File: config.mk
export PLATFORM = sky130hd
export DESIGN_NAME = systolic_mm_core
export DESIGN_NICKNAME = d
export VERILOG_FILES = /design/src/rtl/systolic_pkg.sv /design/src/rtl/systolic_pe.sv /design/src/rtl/systolic_mm_core.sv
export SDC_FILE = /design/constraint.sdc
export NUM_CORES = 2
export LEC_CHECK = 0
export CORE_ASPECT_RATIO = 1.75
export CORE_MARGIN = 2
export CORE_UTILIZATION = 62
export CTS_CLUSTER_SIZE = 40
export DETAILED_ROUTE_END_ITERATION = 10
export DONT_BUFFER_PORTS = 1
export PLACE_DENSITY = 0.82
export SLEW_MARGIN = 20
export SYNTH_ARGS = -nofsm -noshare
export SYNTH_HDL_FRONTEND = slang
export SYNTH_SLANG_ARGS = --single-unit
File: constraint.sdc
create_clock -name clk -period 59.7 [get_ports clk]
set_input_delay 17.91 -clock clk [delete_from_list [all_inputs] [get_ports clk]]
set_output_delay 17.91 -clock clk [all_outputs]
set_load 0.02 [all_outputs]
File: src/rtl/systolic_pkg.sv
// Shared definitions for the output-stationary systolic matrix-multiply core.
// Holds the default array geometry, the controller state encoding and the
// arithmetic helpers used by the PEs (saturating accumulate) and by the
// output stage (quantise to element width, threshold activation).
// The helpers work on 64-bit containers; callers widen their operands and
// truncate the result to their own parameterised width.
package systolic_pkg;

  localparam int unsigned N_DEF  = 4;
  localparam int unsigned DW_DEF = 8;
  localparam int unsigned AW_DEF = 24;

  typedef enum logic [1:0] {
    ST_IDLE  = 2'd0,
    ST_RUN   = 2'd1,
    ST_FLUSH = 2'd2
  } state_t;

  // acc + inc, clamped to 2^aw-1 instead of wrapping
  function automatic logic [63:0] sat_add(input logic [63:0] acc,
                                          input logic [63:0] inc,
                                          input int unsigned aw);
    logic [63:0] lim;
    logic [64:0] sum;
    lim = (aw >= 64) ? '1 : ((64'd1 << aw) - 64'd1);
    sum = {1'b0, acc} + {1'b0, inc};
    if (sum > {1'b0, lim}) return lim;
    return sum[63:0];
  endfunction

  // min(acc, 2^dw-1)
  function automatic logic [63:0] quantise(input logic [63:0] acc,
                                           input int unsigned dw);
    logic [63:0] lim;
    lim = (dw >= 64) ? '1 : ((64'd1 << dw) - 64'd1);
    return (acc > lim) ? lim : acc;
  endfunction

  // pass q when it reaches the threshold, else zero; th = 0 passes everything
  function automatic logic [63:0] activate(input logic [63:0] q,
                                           input logic [63:0] th);
    return (q >= th) ? q : '0;
  endfunction

endpackage

File: src/rtl/systolic_pe.sv
// One processing element of the output-stationary array.
// Ports:
//   clk, reset  - clock, asynchronous active-high reset
//   clr         - synchronous accumulator clear (job start without keep)
//   en          - accumulate enable (array active)
//   a_in, b_in  - operands arriving from the left / from above
//   a_out,b_out - operands forwarded right / down, one cycle later
//   acc         - saturating accumulator of a_in*b_in
module systolic_pe
  import systolic_pkg::*;
#(
  parameter int unsigned DW = DW_DEF,
  parameter int unsigned AW = AW_DEF
) (
  input  logic          clk,
  input  logic          reset,
  input  logic          clr,
  input  logic          en,
  input  logic [DW-1:0] a_in,
  input  logic [DW-1:0] b_in,
  output logic [DW-1:0] a_out,
  output logic [DW-1:0] b_out,
  output logic [AW-1:0] acc
);

  logic [2*DW-1:0] prod;

  always_comb begin
    prod = (2*DW)'(a_in) * (2*DW)'(b_in);
  end

  always_ff @(posedge clk or posedge reset) begin
    if (reset) begin
      acc   <= '0;
      a_out <= '0;
      b_out <= '0;
    end else begin
      a_out <= a_in;
      b_out <= b_in;
      if (clr) begin
        acc <= '0;
      end else if (en) begin
        acc <= AW'(sat_add(64'(acc), 64'(prod), AW));
      end
    end
  end

endmodule

File: src/rtl/systolic_mm_core.sv
// N x N output-stationary systolic matrix multiplier, C = act(quant(A*B)).
// Ports:
//   clk, reset - clock, asynchronous active-high reset
//   start      - job request, honoured only when idle
//   acc_keep   - with start: keep accumulators (chain partial sums)
//   a_mat      - A(i,k) at [(i*N+k)*DW +: DW]
//   b_mat      - B(k,j) at [(k*N+j)*DW +: DW]
//   thresh     - with start: activation threshold (0 disables)
//   busy       - job in progress
//   done       - one-cycle pulse when c_mat is updated
//   c_mat      - C(i,j) at [(i*N+j)*DW +: DW], held until the next done
// Timing: start accepted at edge E0, done/c_mat at edge E0+3N+1.
module systolic_mm_core
  import systolic_pkg::*;
#(
  parameter int unsigned N  = N_DEF,
  parameter int unsigned DW = DW_DEF,
  parameter int unsigned AW = AW_DEF
) (
  input  logic              clk,
  input  logic              reset,
  input  logic              start,
  input  logic              acc_keep,
  input  logic [N*N*DW-1:0] a_mat,
  input  logic [N*N*DW-1:0] b_mat,
  input  logic [DW-1:0]     thresh,
  output logic              busy,
  output logic              done,
  output logic [N*N*DW-1:0] c_mat
);

  localparam int unsigned MW        = N*N*DW;
  localparam int unsigned RUN_LAST  = 3*N - 3;
  localparam int unsigned DRAIN_END = 3*N;
  localparam int unsigned SW        = $clog2(3*N + 1);

  state_t           state;
  logic [SW-1:0]    step;
  int unsigned      step_i;
  logic [MW-1:0]    a_reg;
  logic [MW-1:0]    b_reg;
  logic [DW-1:0]    thresh_reg;
  logic [MW-1:0]    c_next;
  logic             clr;
  logic             en;

  logic [DW-1:0]    a_nxt  [N];
  logic [DW-1:0]    b_nxt  [N];
  logic [DW-1:0]    a_feed [N];
  logic [DW-1:0]    b_feed [N];
  logic [DW-1:0]    a_h    [N][N+1];
  logic [DW-1:0]    b_v    [N+1][N];
  logic [AW-1:0]    acc_w  [N][N];

  assign step_i = 32'(step);

  always_comb begin
    clr = (state == ST_IDLE) && start && !acc_keep;
    en  = (state != ST_IDLE);
  end

  // Skewed edge feed: row i carries A(i, step-i), column j carries
  // B(step-j, j); zero outside each operand's window and outside RUN.
  always_comb begin
    for (int unsigned i = 0; i < N; i++) begin
      a_nxt[i] = '0;
      b_nxt[i] = '0;
      if ((state == ST_RUN) && (step_i >= i) && (step_i - i < N)) begin
        a_nxt[i] = a_reg[(i*N + (step_i - i))*DW +: DW];
        b_nxt[i] = b_reg[((step_i - i)*N + i)*DW +: DW];
      end
    end
  end

  always_ff @(posedge clk or posedge reset) begin
    if (reset) begin
      for (int unsigned i = 0; i < N; i++) begin
        a_feed[i] <= '0;
        b_feed[i] <= '0;
      end
    end else begin
      for (int unsigned i = 0; i < N; i++) begin
        a_feed[i] <= a_nxt[i];
        b_feed[i] <= b_nxt[i];
      end
    end
  end

  for (genvar i = 0; i < N; i++) begin : g_edge
    assign a_h[i][0] = a_feed[i];
    assign b_v[0][i] = b_feed[i];
  end

  for (genvar i = 0; i < N; i++) begin : g_row
    for (genvar j = 0; j < N; j++) begin : g_col
      systolic_pe #(
        .DW(DW),
        .AW(AW)
      ) u_pe (
        .clk   (clk),
        .reset (reset),
        .clr   (clr),
        .en    (en),
        .a_in  (a_h[i][j]),
        .b_in  (b_v[i][j]),
        .a_out (a_h[i][j+1]),
        .b_out (b_v[i+1][j]),
        .acc   (acc_w[i][j])
      );
    end
  end

  always_comb begin
    c_next = '0;
    for (int unsigned i = 0; i < N; i++) begin
      for (int unsigned j = 0; j < N; j++) begin
        c_next[(i*N + j)*DW +: DW] =
          DW'(activate(quantise(64'(acc_w[i][j]), DW), 64'(thresh_reg)));
      end
    end
  end

  // The step counter keeps running through FLUSH so the last product can
  // cross the array (it lands at E0+3N-1) before c_mat is captured at E0+3N+1.
  always_ff @(posedge clk or posedge reset) begin
    if (reset) begin
      state      <= ST_IDLE;
      step       <= '0;
      busy       <= 1'b0;
      done       <= 1'b0;
      c_mat      <= '0;
      a_reg      <= '0;
      b_reg      <= '0;
      thresh_reg <= '0;
    end else begin
      done <= 1'b0;
      unique case (state)
        ST_IDLE: begin
          if (start) begin
            state      <= ST_RUN;
            step       <= '0;
            busy       <= 1'b1;
            a_reg      <= a_mat;
            b_reg      <= b_mat;
            thresh_reg <= thresh;
          end
        end
        ST_RUN: begin
          step <= step + SW'(1);
          if (step_i == RUN_LAST) state <= ST_FLUSH;
        end
        ST_FLUSH: begin
          if (step_i == DRAIN_END) begin
            state <= ST_IDLE;
            busy  <= 1'b0;
            done  <= 1'b1;
            c_mat <= c_next;
          end else begin
            step <= step + SW'(1);
          end
        end
        default: state <= ST_IDLE;
      endcase
    end
  end

endmodule

==> After elaboration in Yosys (flattened, before gate mapping) <==
Cells that the tools add are included.
{ "op_classes": {"bitwise": 0, "n_div": 0, "eq_ne": 8, "add_sub_neg": 26, "order_cmp": 56, "muxes": 164, "n_shift": 8, "reduce_logical": 21, "multipliers": 16} }
{ "ops": {"columns": ["operator", "count"], "rows": [
  ["24-bit two-way mux", 80],
  ["128-bit by 33-bit variable part select with 8-bit output", 6],
  ["24-bit by 16-bit adder with 25-bit output", 16],
  ["25-bit by 24-bit greater-than comparator with 1-bit output, second input constant", 16],
  ["24-bit by 8-bit greater-or-equal comparator with 1-bit output", 16],
  ["24-bit by 8-bit greater-than comparator with 1-bit output, second input constant", 16],
  ["8-bit by 8-bit multiplier with 16-bit output", 16],
  ["8-bit two-way mux", 24],
  ["128-bit by 10-bit variable part select with 8-bit output", 1],
  ["128-bit by 8-bit variable part select with 8-bit output", 1],
  ["32-bit by 3-bit < comparator with 1-bit output, second input constant", 3],
  ["4-bit by 29-bit adder with 29-bit output, first input constant", 2],
  ["1-bit two-way mux", 52],
  ["3-bit by 29-bit adder with 29-bit output, first input constant", 1],
  ["7-bit by 3-bit adder with 8-bit output, second input constant", 2],
  ["4-bit one-hot mux with 3 select lines", 1],
  ["1-bit logical AND", 10],
  ["4-bit by 2-bit subtractor with 5-bit output, second input constant", 2],
  ["3-bit AND reduction", 3],
  ["7-bit by 2-bit adder with 8-bit output, second input constant", 1],
  ["4-bit == test, second input constant", 2],
  ["4-bit by 1-bit greater-or-equal comparator with 1-bit output, second input constant", 2],
  ["4-bit by 2-bit greater-or-equal comparator with 1-bit output, second input constant", 2],
  ["4-bit two-way mux", 2],
  ["other kinds (15)", 22]
]} }
{ "word_totals": {"mem_count": 0, "rom_bits": 0, "ff_bits": 1040, "latchBits": 0, "out_inout_bits": 130, "ram_bits": 0, "inputBits": 268} }

==> Longest topological paths before layout <==
{ "logic_depth": {"ltp_word": 9, "depth_mapped": 21, "depth_no_buf": 18} }

==> Modules after synthesis <==
A second synthesis with hierarchy kept.
{ "unflattened": {"hier_cells": 9598, "area_unflattened_um2": 93256.9} }
{ "by_module_without_submodules": {"columns": ["module", "n_inst", "seq_area_each_um2", "area_per_inst_um2", "cells_per_inst"], "rows": [
  ["systolic_pe at g_row[1].g_col[0].u_pe ...", 6, 1001.0, 4261.6, 473],
  ["systolic_mm_core", 1, 11611.1, 24228.2, 2009],
  ["systolic_pe at g_row[0].g_col[0].u_pe ...", 4, 1001.0, 4399.2, 481],
  ["systolic_pe at g_row[2].g_col[3].u_pe ...", 4, 1001.0, 4339.2, 479],
  ["systolic_pe at g_row[2].g_col[2].u_pe", 1, 1001.0, 4266.6, 463],
  ["systolic_pe at g_row[3].g_col[3].u_pe", 1, 1001.0, 4239.1, 448]
]} }

==> Least setup slack after synthesis <==
OpenSTA, ideal clock, no wires.
{ "synth_path": {"path_type": "in2reg", "start": "in start", "end": "reg g_row[0].g_col[2].u_pe.acc[22]", "t_arrival_ps": 19195, "cell_stages": 7, "slack_ps": 40401, "n_path_buf": 3, "setup_time_ps": 104, "cell_sequence": "inv_1 -> o21a_1 -> clkbuf_1 -> clkbuf_1 -> clkbuf_1 -> nand2_1 -> a221oi_1"} }
{ "synth_between": {"elab_chain_cells": 3, "elab_cells_between_ends": 4, "cone_classes": "mux: 1; reduce/logical: 3"} }
{ "synth_rtl": {"columns": ["element", "line_no", "rtl"], "rows": [
  ["from (decl)", "systolic_mm_core.sv:22", "input logic start,"],
  ["1-bit logical AND * (2 in series)", "systolic_mm_core.sv:58", "clr = (state == ST_IDLE) && start && !acc_keep;"],
  ["24-bit two-way mux / 2-bit nonzero test (equally long branches)", null, null],
  ["to (signal assigned)", "systolic_pe.sv:43", "acc <= AW'(sat_add(64'(acc), 64'(prod), AW));"],
  ["to (decl)", "systolic_pe.sv:23", "output logic [AW-1:0] acc"]
]} }
Every way passes the cells marked *; elsewhere a longest branch is shown, timed or not.
A chain may end at the register's enable or synchronous reset.

==> flow_summary.yaml <==
status:
  status: "complete, no violations"
cts:
  clock-sinks: 1040
  clk_latency_ps: 740
  cts_setup_buffers: 0
  cts_tree: "built"
  cts.clk_slew.worst_paths_ps: 60
  clock-root-buffer: "clkbuf_16"
  cts_max_level: 3
  numCtsBuffers: 101
  cts_resized: 0
  cts.path.max_buffers: 3
  cts_hold_buf: 0
sta:
  period_share_pct: 37.0
  tns_ps: 0
  skew_ps: 27.7
  max_freq_ghz: 0.0453
  tightest_slew_ps: 1220
  setup_viol: 0
  rsz0062_at_grt: "no"
  relSlewSlack_pct: 19.0
  period_minus_slack_ps: 22080
  fin_hold_ws_ps: 499
  finalHoldViolCount: 0
  report.final.slew_viol_count: 0
logic_synthesis:
  syn_area_um2: 87900
  synth_seq_cells: 1040
  syn_inst: 8758
  yosys.area.top_type: "dfrtp_1"
  async_reset_ff_share_pct: 100
  synth_ff_type: "dfrtp_1"
  synth_top_area_share_pct: 29.6
  yosys_warnings: 0
  synth_top_cells_by_area: "dfrtp_1 30%, fa_1 18%, ha_1 11%"
  synth_edf_count: 0
  synth-seq-area-share_pct: 29.6
  syn_avg_cell_area_um2: 10.0
  yosysUniqueCellTypes: 109
  synth_nets: 10626
critical_path:
  cp-start-kind: "primary input"
  path_class: "primary input to async pin"
  crit_arrival_ps: 22810
  crit_required_ps: 60430
  end_kind: "async pin"
  cp_max_fo: 140
pwr:
  seqPwrFrac_pct: 31.7
  p_sw_mw: 1.32
  powerDensity_nw_per_um2: 34.2
  leakage_nw: 48.0
  p_sw_share_pct: 41.3
  p_clk_share_pct: 22.3
  p_comb_share_pct: 46.0
  vdd_drop_max_mv: 0.0546
  p_int_mw: 1.87
finish:
  largest_reg_flops: 384
  area_growth_pct: 6.02
  final_cell_area_um2: 93200
  nets: 10505
  fill_cells: 10294
  largest_register: "g_row.g_col.u_pe.acc"
  layout-drive-gt1-share_pct: 8.13
place:
  dpl_cell_area_um2: 89500
  hpwl_um: 169000
  portBuffers: 0
  globalplace.congestion: 0.912
route:
  first_iter_violations: 4349
  wl_met3_um: 18800
  drc: 0
  first_pass_iters: 9
  wl_um: 227000
  via_per_inst: 6.09
  drtAntennaViolNets: 0
  route.met2.wl_um: 116000
  top_layer: "met5"
  via_count: 64358
  wl_met1_um: 77200
  wire_per_inst_um: 21.5
floorplanning:
  die_w_um: 289
  die_h_um: 502
  core_um2: 141000
  die_area_um2: 145000
  rows: 182
  start_util_pct: 62.5
  pin_count: 398
worst_hold_path:
  hp-class: "flip-flop to flip-flop"
global_route:
  grt_usage_pct: 32.4
  grt_pass1_vias: 69983
  gr-total-overflow: 0
  grt_pass1_wl_um: 368000
  antenna_found_initial: 9
  grt_max_degree: 176
run:
  cap_violations: 0
kinds of logic after synthesis:
group	count (synthesis)	share of synthesized area [%]
flip-flops	1040	29.6
buffers and inverters	1861	8.08
AND/OR/NAND/NOR	2337	13.2
adder cells (fa/ha/maj)	1600	29.6
multiplexers	420	7.17
AO/OA/AOI/OAI	1282	10.1
XOR/XNOR	218	2.18
cell usage in the layout, fill, tap and decap left out, drive strengths merged, types with 119 or more instances in the layout:
cell type  instances
fa               800
clkbuf           130
ha               800
mux2             264
nand2            981
inv             1604
o21ai            343
xnor2            140
a21o             126
dfrtp           1040
nor2             195
a221o            119
a21oi            228
and2             580
nand2b           141
mux4             141
worst max-delay path, stage by stage:
cell and delay (ps):
inv_8 620, buf_4 780, buf_4 790, buf_4 760, buf_4 780, buf_4 830
Yosys cell counts, types with 125 or more instances:
library cell	number
inv_1	1595
dfrtp_1	1040
nand2_1	981
fa_1	800
ha_1	800
and2_1	575
o21ai_0	315
mux2_2	264
a21oi_1	223
clkbuf_1	204
nor2_1	195
mux4_2	141
nand2b_1	141
xnor2_1	140
a21o_1	125
path summary, 6_finish.rpt:
| kind | cells after the start | endpoint | slack [ps] | start |
|---|---|---|---|---|
| max in group clk | 6 | g_row[1].g_col[2].u_pe.acc[20] | 39320 | start |
| hold reg to reg | 1 | b_reg[123] | 500 | b_reg[123] |
| min in group asynchronous | 1 | b_reg[19] | 17240 | reset |
| setup / recovery | 6 | g_row[1].g_col[0].u_pe.acc[19] | 37620 | reset |
| setup reg to reg | 17 | g_row[0].g_col[0].u_pe.acc[23] | 53780 | a_feed[24] |
| hold / removal | 1 | b_reg[123] | 500 | b_reg[123] |
power groups by stage:
stage | combinational (mW) | sequential (mW) | clock, mW
after global routing | 1.59 | 1.02 | 0.743
after floorplan | 1.05 | 0.939 | 0
after global placement | 1.37 | 0.999 | 0
final | 1.46 | 1.01 | 0.710
after CTS | 1.44 | 1.00 | 0.716
after detailed placement | 1.43 | 1.01 | 0
area by class of cell:
class	instances	area, um2	area share [%]
well taps	1840	2300	2.47
multi-input cells	5857	54800	58.8
clock buffers	130	2830	3.04
diodes	6	15.0	0.0161
repair buffers	41	385	0.414
clock inverters	54	776	0.833
flip-flops and latches	1040	26000	27.9
inverters	1596	6010	6.45
stage by stage:
step                util, %  worst slack (ps)  instances  total power [mW]
global route           66.3             36750      10561              3.36
finish                 66.3             37620      10564              3.18
global placement       63.7             36790      10372              2.37
CTS                    66.2             37480      10556              3.16
floorplan                 -             12520       8758              1.98
detailed placement     63.7             36700      10372              2.44
per-layer routing:
| metal | vias to the layer above | track usage, % |
|---|---|---|
| li1 | 28474 | - |
| met1 | 32335 | 35.7 |
| met2 | 2663 | 56.6 |
| met5 | - | 0 |
| met4 | 12 | 19.3 |
| met3 | 874 | 7.43 |
Power figures use the tool's default switching activity.
